### src/rtl/sensor_packet_framer.sv
// sensor_packet_framer
//   Snapshots the sensor classes, fault bitmap and actuator bitmap. It then sends
//   one 8-byte link packet, a byte at a time, to a UART transmitter using a
//   valid/ready handshake.
//   Packet layout: HEADER, temp, humidity, light, soil, fault_flags,
//   actuator_status, checksum. The checksum is the 8-bit sum of bytes 1..6.
//
//   Ports:
//     clk, rst_n        clock, asynchronous active-low reset
//     send_req          packet request (level or pulse)
//     sensor_*          2-bit sensor classes (zero-extended into their bytes)
//     fault_flags       fault bitmap; a change from the last sent value triggers a packet
//     actuator_status   actuator bitmap
//     tx_data/tx_valid  byte and its valid flag towards uart_tx
//     tx_ready          uart_tx is accepting
//     busy              packet in progress
//     packet_done       one-cycle pulse after the checksum byte has been accepted
//     pkt_count         completed packets, wraps modulo 256
module sensor_packet_framer #(
  parameter logic [7:0]  HEADER        = 8'hAA,
  parameter int unsigned PERIOD_CYCLES = 5000000,
  parameter int          TIMER_W       = 32
) (
  input  logic       clk,
  input  logic       rst_n,
  input  logic       send_req,
  input  logic [1:0] sensor_temp,
  input  logic [1:0] sensor_humidity,
  input  logic [1:0] sensor_light,
  input  logic [1:0] sensor_soil,
  input  logic [7:0] fault_flags,
  input  logic [7:0] actuator_status,
  output logic [7:0] tx_data,
  output logic       tx_valid,
  input  logic       tx_ready,
  output logic       busy,
  output logic       packet_done,
  output logic [7:0] pkt_count
);

  typedef enum logic [1:0] {IDLE, LOAD, SEND, GAP} state_t;

  state_t     state_reg, state_next;
  logic [2:0] idx_reg;
  logic       last_byte_reg;   // the checksum byte has been transferred; GAP closes the packet
  logic       pending_reg;
  logic [7:0] last_fault_reg;
  logic [7:0] pkt_count_reg;
  logic [7:0] pkt_reg [0:7];   // packet image, captured in LOAD

  logic       expiry;
  logic       fault_trig;
  logic       trigger;
  logic [1:0] field [0:3];
  logic [7:0] snap  [0:7];

  // ---------------------------------------------------------------------------
  // Periodic timer. It runs in every state. With PERIOD_CYCLES = 0 it is absent.
  // ---------------------------------------------------------------------------
  generate
    if (PERIOD_CYCLES == 0) begin : g_no_timer
      assign expiry = 1'b0;
    end else begin : g_timer
      logic [TIMER_W-1:0] timer_reg;
      localparam logic [TIMER_W-1:0] LAST = TIMER_W'(PERIOD_CYCLES - 1);

      always_ff @(posedge clk or negedge rst_n) begin
        if (!rst_n)
          timer_reg <= '0;
        else if (timer_reg == LAST)
          timer_reg <= '0;
        else
          timer_reg <= timer_reg + 1'b1;
      end

      assign expiry = (timer_reg == LAST);
    end
  endgenerate

  // ---------------------------------------------------------------------------
  // Snapshot image: header, four zero-extended classes, two bitmaps, checksum.
  // ---------------------------------------------------------------------------
  assign field[0] = sensor_temp;
  assign field[1] = sensor_humidity;
  assign field[2] = sensor_light;
  assign field[3] = sensor_soil;

  assign snap[0] = HEADER;
  generate
    for (genvar gi = 0; gi < 4; gi++) begin : g_field
      assign snap[gi+1] = {6'b0, field[gi]};
    end
  endgenerate
  assign snap[5] = fault_flags;
  assign snap[6] = actuator_status;
  assign snap[7] = snap[1] + snap[2] + snap[3] + snap[4] + snap[5] + snap[6];

  // ---------------------------------------------------------------------------
  // Triggers. In IDLE the fault bitmap is compared with the last one sent.
  // While a packet is in flight it is compared with the value being sent,
  // which becomes last_fault when the packet ends. So a fault change only
  // queues a follow-up packet if the bitmap really differs from the one on the
  // wire. In LOAD the live value is being captured now, so it cannot differ.
  // ---------------------------------------------------------------------------
  always_comb begin
    fault_trig = 1'b0;
    case (state_reg)
      IDLE:    fault_trig = (fault_flags != last_fault_reg);
      LOAD:    fault_trig = 1'b0;
      default: fault_trig = (fault_flags != pkt_reg[5]);
    endcase
  end

  assign trigger = send_req | expiry | fault_trig;

  // ---------------------------------------------------------------------------
  // FSM: state register
  // ---------------------------------------------------------------------------
  always_ff @(posedge clk or negedge rst_n) begin
    if (!rst_n)
      state_reg <= IDLE;
    else
      state_reg <= state_next;
  end

  // ---------------------------------------------------------------------------
  // FSM: next state
  // ---------------------------------------------------------------------------
  always_comb begin
    state_next = state_reg;
    case (state_reg)
      IDLE: if (pending_reg || trigger) state_next = LOAD;
      LOAD: state_next = SEND;
      SEND: if (tx_ready) state_next = GAP;
      GAP:  state_next = last_byte_reg ? IDLE : SEND;
      default: state_next = IDLE;
    endcase
  end

  // ---------------------------------------------------------------------------
  // FSM: outputs. tx_data comes straight from the frozen image, so it cannot
  // change while a byte waits for tx_ready.
  // ---------------------------------------------------------------------------
  always_comb begin
    tx_valid    = 1'b0;
    tx_data     = 8'h00;
    busy        = 1'b1;
    packet_done = 1'b0;
    case (state_reg)
      IDLE: busy = 1'b0;
      SEND: begin
        tx_valid = 1'b1;
        tx_data  = pkt_reg[idx_reg];
      end
      GAP:  packet_done = last_byte_reg;
      default: ;
    endcase
  end

  assign pkt_count = pkt_count_reg;

  // ---------------------------------------------------------------------------
  // Datapath: pending request, byte index, packet image, counters.
  // ---------------------------------------------------------------------------
  always_ff @(posedge clk or negedge rst_n) begin
    if (!rst_n) begin
      pending_reg    <= 1'b0;
      idx_reg        <= 3'd0;
      last_byte_reg  <= 1'b0;
      last_fault_reg <= 8'h00;
      pkt_count_reg  <= 8'h00;
      for (int i = 0; i < 8; i++) pkt_reg[i] <= 8'h00;
    end else begin
      // A trigger in the IDLE->LOAD cycle is used by the packet that starts now.
      if (state_reg == IDLE && state_next == LOAD)
        pending_reg <= 1'b0;
      else if (trigger)
        pending_reg <= 1'b1;

      case (state_reg)
        LOAD: begin
          for (int i = 0; i < 8; i++) pkt_reg[i] <= snap[i];
          idx_reg       <= 3'd0;
          last_byte_reg <= 1'b0;
        end
        SEND: begin
          if (tx_ready) begin
            if (idx_reg == 3'd7)
              last_byte_reg <= 1'b1;
            else
              idx_reg <= idx_reg + 3'd1;
          end
        end
        GAP: begin
          if (last_byte_reg) begin
            last_byte_reg  <= 1'b0;
            pkt_count_reg  <= pkt_count_reg + 8'd1;
            last_fault_reg <= pkt_reg[5];
          end
        end
        default: ;
      endcase
    end
  end

endmodule

### config.mk
export PLATFORM = sky130hd
export DESIGN_NAME = sensor_packet_framer
export DESIGN_NICKNAME = d
export VERILOG_FILES = /design/src/rtl/sensor_packet_framer.sv
export SDC_FILE = /design/constraint.sdc
export NUM_CORES = 1
export LEC_CHECK = 0
export BUFFER_PORTS_ARGS = -buffer_cell sky130_fd_sc_hd__buf_2
export CORE_ASPECT_RATIO = 1.5
export CORE_UTILIZATION = 64
export CTS_BUF_LIST = sky130_fd_sc_hd__clkbuf_16
export DETAILED_ROUTE_END_ITERATION = 8
export PLACE_DENSITY = 0.94
export RECOVER_POWER = 25
export SYNTH_ARGS = -nofsm -noshare
export SYNTH_HDL_FRONTEND = slang
export SYNTH_SLANG_ARGS = --single-unit
### constraint.sdc
create_clock -name clk -period 5.05 [get_ports clk]
set_input_delay 0 -clock clk [delete_from_list [all_inputs] [get_ports clk]]
set_output_delay 0 -clock clk [all_outputs]
set_load 0.01 [all_outputs]
==> metrics, run 1 <==
vias=3731; FF/Latch Area=2200 um2; synth warn=0; drt pass-1 iters=5; dominant cell type by area after synthesis=dfrtp_1; hold endpoint=state_reg[0]$_DFF_PN0_; filler instances=439; WL final=11400 um; # port buffers=46; peak supply drop=0.305 mV; WHS Path Cells=3; Skew-Pair Late Insertion Delay=340 ps; fraction of registers with async set/reset=100%; floorplan core area=7230 um2; vias in the first global route=3977; Mapped Nets=526; DRC viols=0; drt wl/cell=17.8 um; sequential area share after synthesis=46.1%; crit-path max FO=2; layout cells sized above 1=15.8%; via/cell ratio=5.85; Core Util, Final=78.7%; chip height=108 um; std cell rows=38; crit path DAT=3750 ps; Max Slew Vio Count=89; area grow syn2layout=19.2%; # diodes=0; CTS Root Cell=clkbuf_16; Post-CTS Resized=0; Post-synth top flop=dfrtp_1; Clock Sinks=88; final hold vios=0; Power Dens Cells=465 nW/um2; IO Count=47; r2r setup slk=2620 ps; die width=72.5 um; Syn Area/Cell=10.3 um2; relative slew slack=-42.5%; endpoints failing setup=0; Hold Path Class=input port to flip-flop; clock transition at the registers of the reported paths=70 ps; CP Capture Type=flip-flop; failing checks=capacitance limit, slew limit; Yosys top cell area share=46.1%; dpl hpwl=7240 um; pre-CTS setup slack=1780 ps; GRT Residual Overflow=0; clk_skew=7.25 ps; max reg flops=33; Max Cap Viol=1; R2R depth=6; total CTS buffers=9; crit path time final=3530 ps; clock tree buffer depth=2; Synth cell types=46; first-pass GRT wire length=18700 um; part of the cycle the worst path needs=70.0%; RSZ-0062 raised after global routing=false; Final WS setup=1520 ps; P_leak=2.68 nW; Multi-input gate area=2430 um2; flops & latches, synth=88; CP startpoint kind=input port; Cell Area, Placed=5080 um2; Cell Area, Synth=4770 um2; Peak Freq=283 MHz; CP Data Required Time=5270 ps; synth top area cells=dfrtp_1, nand2_1, xnor2_1; setup TNS=0 ps; Total GRT Usage=32.2%; hold path start=send_req; GP Congestion=0.824; largest net degree at the start of global routing=89; worst r2r dst=state_reg[0]$_DFF_PN0_; die area=7810 um2; post-route ant nets=0; Tightest Pin Transition=2140 ps; Post-synth EDFFs=0; Reg-to-Reg Start=state_reg[1]$_DFF_PN0_; Initial DRC Count=263; post-route cell area=5690 um2; H-tree depth=3; kind of critical path=input port to flip-flop; initial core utilization=66.0%; CTS tree=done; layout net count=594; status=finished, violations left; initial antenna violation count=0; cell count after synthesis=465
-- how the worst max path moves through the flow --
stage / from / end / slack, ps / cells after the start
after CTS: sensor_temp[0] / pkt_reg[6]$_DFFE_PN0P_ / 1600 / 16
after global placement: sensor_temp[0] / pkt_reg[6]$_DFFE_PN0P_ / 1960 / 15
after global routing: sensor_temp[0] / pkt_reg[6]$_DFFE_PN0P_ / 1310 / 16
after floorplan: sensor_temp[0] / pkt_reg[6]$_DFFE_PN0P_ / 2200 / 14
final: sensor_temp[0] / pkt_reg[6]$_DFFE_PN0P_ / 1520 / 16
after detailed placement: sensor_temp[0] / pkt_reg[6]$_DFFE_PN0P_ / 1780 / 15
-- cell type report --
type | count | share of cell area [%]
clock buffer | 9 | 3.96
clock inverter | 7 | 2.53
inverter | 17 | 1.12
multi-input combinational | 343 | 42.8
sequential | 88 | 38.7
tap | 100 | 2.20
timing repair buffer | 74 | 8.67
-- through the flow --
step           hold WS (ps)  total power [mW]  cells
3_3_place_gp            213              1.72    597
3_5_place_dp            221              1.79    597
6_report               12.2              2.64    638
4_1_cts                9.94              2.63    638
2_1_floorplan          -296              1.55    465
5_1_grt                35.0              2.78    638
-- layer usage --
layer,vias to the layer above,share of wire (%),track usage [%]
met2,143,54,55.7
met5,-,0,0
met4,0,5.7,22.8
li1,1724,-,-
met1,1813,36,35.4
met3,51,4.5,4.78
-- synthesized netlist by cell type, types with 3 or more instances --
cell	instances
nand2_1	92
dfrtp_1	88
xnor2_1	39
ha_1	26
nor2_1	24
inv_1	17
mux2_2	17
nand3_1	15
clkbuf_1	14
o21ai_0	12
xor2_1	12
and3_1	10
nand4_1	10
mux2i_1	9
a21oi_1	8
a22o_1	7
a22oi_1	7
fa_1	7
nor3_1	7
nor4_1	5
nand2b_1	4
nor2b_1	4
mux4_2	3
nor4b_1	3
-- cells in the final DEF, fill, tap and decap left out, types with 9 or more instances in the layout --
cell type / count
ha_1: 26
mux2i_1: 9
clkbuf_16: 9
dlygate4sd3_1: 25
o21ai_0: 12
inv_1: 17
nor2_1: 24
and3_1: 10
xor2_1: 12
buf_2: 37
nand3_1: 15
mux2_2: 17
xnor2_1: 39
nand2_1: 92
dfrtp_1: 88
nand4_1: 10
-- worst max-delay path: stages --
cell and delay (ps):
dlygate4sd3_1 550, buf_2 150, fa_1 530, inv_1 50, fa_1 500, fa_1 420, inv_1 90, ha_1 180
inv_1 60, fa_1 420, nor2b_1 130, o21ai_0 100, a21oi_1 210, o21ai_0 140, nand4b_1 130, o211ai_1 80
-- power breakdown --
| group | internal, mW | switching (mW) |
|---|---|---|
| registers | 0.879 | 0.187 |
| clock network | 0.534 | 0.279 |
| logic | 0.375 | 0.390 |
| total | 1.79 | 0.856 |
-- what timing repair did --
action | CTS | global route
hold buffers | 25 | 0
hold endpoints to repair | 112 | 0
setup buffers | 0 | 0
-- logic make-up after synthesis --
kind of cell	after synthesis	share of synthesized area, %
buf+inv	34	2.86
simple gates	188	18.8
xor+xnor	51	9.36
compound gates	42	5.74
mux	29	7.31
fa+ha+maj	33	9.75
flops	88	46.1
No activity file was read; power rests on OpenSTA's default activity.
==> run 2, diff against run 1 <==
--- a/config.mk
+++ b/config.mk
@@ -5,12 +5,13 @@
 export SDC_FILE = /design/constraint.sdc
 export NUM_CORES = 1
 export LEC_CHECK = 0
+export ABC_AREA = 1
 export BUFFER_PORTS_ARGS = -buffer_cell sky130_fd_sc_hd__buf_2
 export CORE_ASPECT_RATIO = 1.5
-export CORE_UTILIZATION = 64
+export CORE_UTILIZATION = 54
 export CTS_BUF_LIST = sky130_fd_sc_hd__clkbuf_16
 export DETAILED_ROUTE_END_ITERATION = 8
-export PLACE_DENSITY = 0.94
+export PLACE_DENSITY = 0.85
 export RECOVER_POWER = 25
 export SYNTH_ARGS = -nofsm -noshare
 export SYNTH_HDL_FRONTEND = slang
==> constraint.sdc (replaced) <==
create_clock -name clk -period 3.12 [get_ports clk]
set_input_delay 0 -clock clk [delete_from_list [all_inputs] [get_ports clk]]
set_output_delay 0 -clock clk [all_outputs]
set_load 0.01 [all_outputs]
==> metrics, run 2 <==
Skew-Pair Late Insertion Delay=340 ps; CP max stage cell=fa_1; WL final=13900 um; Syn Area/Cell=7.70 um2; Synth cell types=31; CP max stage delay=570 ps; endpoints failing setup=0; most frequent cells in the layout=nand2_1, dfrtp_1, inv_1, nor2_1, buf_2; CTS Root Cell=clkbuf_16; # diodes=0; kind of critical path=input port to flip-flop; std cell rows=43; final hold vios=0; initial antenna violation count=0; first-pass GRT wire length=22300 um; synth cell count leaders=nand2_1, dfrtp_1, inv_1, nor2_1, o21ai_0; fraction of registers with async set/reset=100%; Reg-to-Reg Start=g_timer.timer_reg[0]$_DFF_PN0_; Post-synth EDFFs=0; Max Slew Vio Count=89; Cell Count, Final, Fillers Out=870; FF/Latch Area=2200 um2; clock tree buffer depth=2; clock transition at the registers of the reported paths=60 ps; cell count after synthesis=679; relative slew slack=-44.9%; largest net degree at the start of global routing=89; post-synthesis adder-cell area fraction=8.90%; most common cell after layout, fill and taps aside=nand2_1; drt wl/cell=16.0 um; hold path start=send_req; CP startpoint kind=input port; compound-gate portion of the synthesized area=6.10%; die area=10100 um2; filler instances=751; CP Capture Type=flip-flop; sequential area share after synthesis=42.1%; RSZ-0062 raised after global routing=false; IO Count=47; Post-Place Cells=828; largest family of logic cells by synthesized area=simple AND/OR/NAND/NOR gates; count leader, synth=nand2_1; XOR/XNOR Fraction of Synth Area=6.03%; peak supply drop=0.479 mV; Power Dens Cells=631 nW/um2; Yosys top cell area share=42.1%; Core Util, Final=65.5%; floorplan core area=9310 um2; # port buffers=46; crit path time final=2990 ps; die width=82.3 um; sequence of cells on the critical path=dlygate4sd3_1, buf_2, inv_1, fa_1, fa_1, inv_1, ha_1, inv_1, fa_1, inv_1, nand3_1, nand2_2, nand2_1, nand2_1, a21oi_1, and2_1, o21ai_0, nand2_1; layout net count=814; vias=4893; Peak Freq=334 MHz; clk_skew=9.31 ps; Mapped Nets=740; CTS tree=done; Initial DRC Count=379; CP most frequent cell=inv_1; Cell Area, Synth=5230 um2; vias in the first global route=4887; P_leak=3.09 nW; initial core utilization=56.2%; status=finished, violations left; Post-synth top flop=dfrtp_1; post-route ant nets=0; failing checks=capacitance limit, slew limit; dpl hpwl=9880 um; flops & latches, synth=88; chip height=123 um; total CTS buffers=9; area grow syn2layout=16.7%; DRC viols=0; crit path DAT=3220 ps; # Post-CTS Setup Buffers=0; Multi-input gate area=2640 um2; Max Cap Viol=1; layout cells sized above 1=9.76%; crit-path max FO=2; crit path from=sensor_soil[0]; GRT Residual Overflow=0; H-tree depth=3; Synth Area in Simple Gates=29.5%; synth top area cells=dfrtp_1, nand2_1, ha_1; mux cell area share after synthesis=0%; synth warn=0; max reg flops=33; drt pass-1 iters=5; Tightest Pin Transition=2170 ps; dominant cell type by area after synthesis=dfrtp_1; part of the cycle the worst path needs=95.9%; Total GRT Usage=30.1%; CP Data Required Time=3350 ps; GP Congestion=0.918; Hold Path Class=input port to flip-flop; via/cell ratio=5.62; Clock Sinks=88
-- run 2: cell count changes after synthesis, moves of 9 or more --
| cell | delta |
|---|---|
| and3_1 | -10 |
| nand3_1 | +15 |
| a21oi_1 | +13 |
| nor2_1 | +40 |
| nor3_1 | +16 |
| xnor2_1 | -36 |
| nand2_1 | +113 |
| inv_1 | +69 |
| mux2i_1 | -9 |
| mux2_2 | -17 |
| xor2_1 | +21 |
| o21ai_0 | +22 |
-- run 2: power by group --
group	internal (mW)	switching [mW]	leakage [nW]
clock	0.548	0.478	0.138
combinational	0.452	0.760	1.83
sequential	1.41	0.202	1.12
total	2.41	1.44	3.09
-- run 2: worst max-delay path, delay by kind of cell --
family,cells,cell delay (ps)
fa+ha+maj,4,1530
buf+inv,6,960
simple gates,6,510
compound gates,2,200
-- run 2: layout make-up --
| class | instances | share of cell area (%) |
|---|---|---|
| repair buffers | 75 | 8.24 |
| multi-input cells | 490 | 43.3 |
| clock buffers | 9 | 3.69 |
| flip-flops and latches | 88 | 36.1 |
| clock inverters | 7 | 0.902 |
| inverters | 89 | 5.48 |
| well taps | 112 | 2.30 |
-- run 2: stage by stage --
| stage | total power [mW] | setup TNS (ps) | hold WS (ps) | area (um2) | worst slack (ps) |
|---|---|---|---|---|---|
| finish | 3.85 | 0 | 73.1 | 6100 | 127 |
| global route | 4.08 | 0 | 101 | 6100 | 18.8 |
| CTS | 3.80 | 0 | 64.9 | 6120 | 183 |
| detailed placement | 2.74 | -43.1 | 230 | 5580 | -43.1 |
| global placement | 2.66 | 0 | 224 | 5580 | 48.3 |
| floorplan | 2.36 | 0 | -296 | 5230 | 272 |
-- run 2: path summary, 6_finish.rpt --
path	to	slack (ps)	cells past startpoint
worst max-delay path	pkt_reg[6]$_DFFE_PN0P_	130	18
worst min-delay path	pending_reg$_DFFE_PN0P_	70	4
worst max register to register	g_timer.timer_reg[18]$_DFF_PN0_	970	6
worst min register to register	pkt_count[7]$_DFFE_PN0P_	470	1
max in group asynchronous	g_timer.timer_reg[16]$_DFF_PN0_	1010	2
min in group asynchronous	g_timer.timer_reg[12]$_DFF_PN0_	800	2
-- run 2: kinds of logic (layout without fill, tap and decap cells) --
group | after synthesis | after routing
buffers and inverters | 101 | 180
XOR/XNOR | 36 | 36
AND/OR/NAND/NOR | 360 | 360
flip-flops | 88 | 88
adder cells (fa/ha/maj) | 33 | 33
AO/OA/AOI/OAI | 61 | 61
-- run 2: per-layer routing --
layer / vias up / wire [um] / share of wire (%) / global-route usage, %
met5: - / 0 / 0 / 0
met1: 2296 / 5000 / 36 / 30.7
met4: 0 / 770 / 5.5 / 17.5
li1: 2308 / - / - / -
met3: 66 / 647 / 4.7 / 5.20
met2: 223 / 7480 / 54 / 55.5
-- run 2: repair_timing --
action                                  in CTS  in global routing
endpoints found under the hold margin      114                  0
hold buffers                                26                  0
resized for setup                            0                  2
endpoints found under the setup margin       0                  1
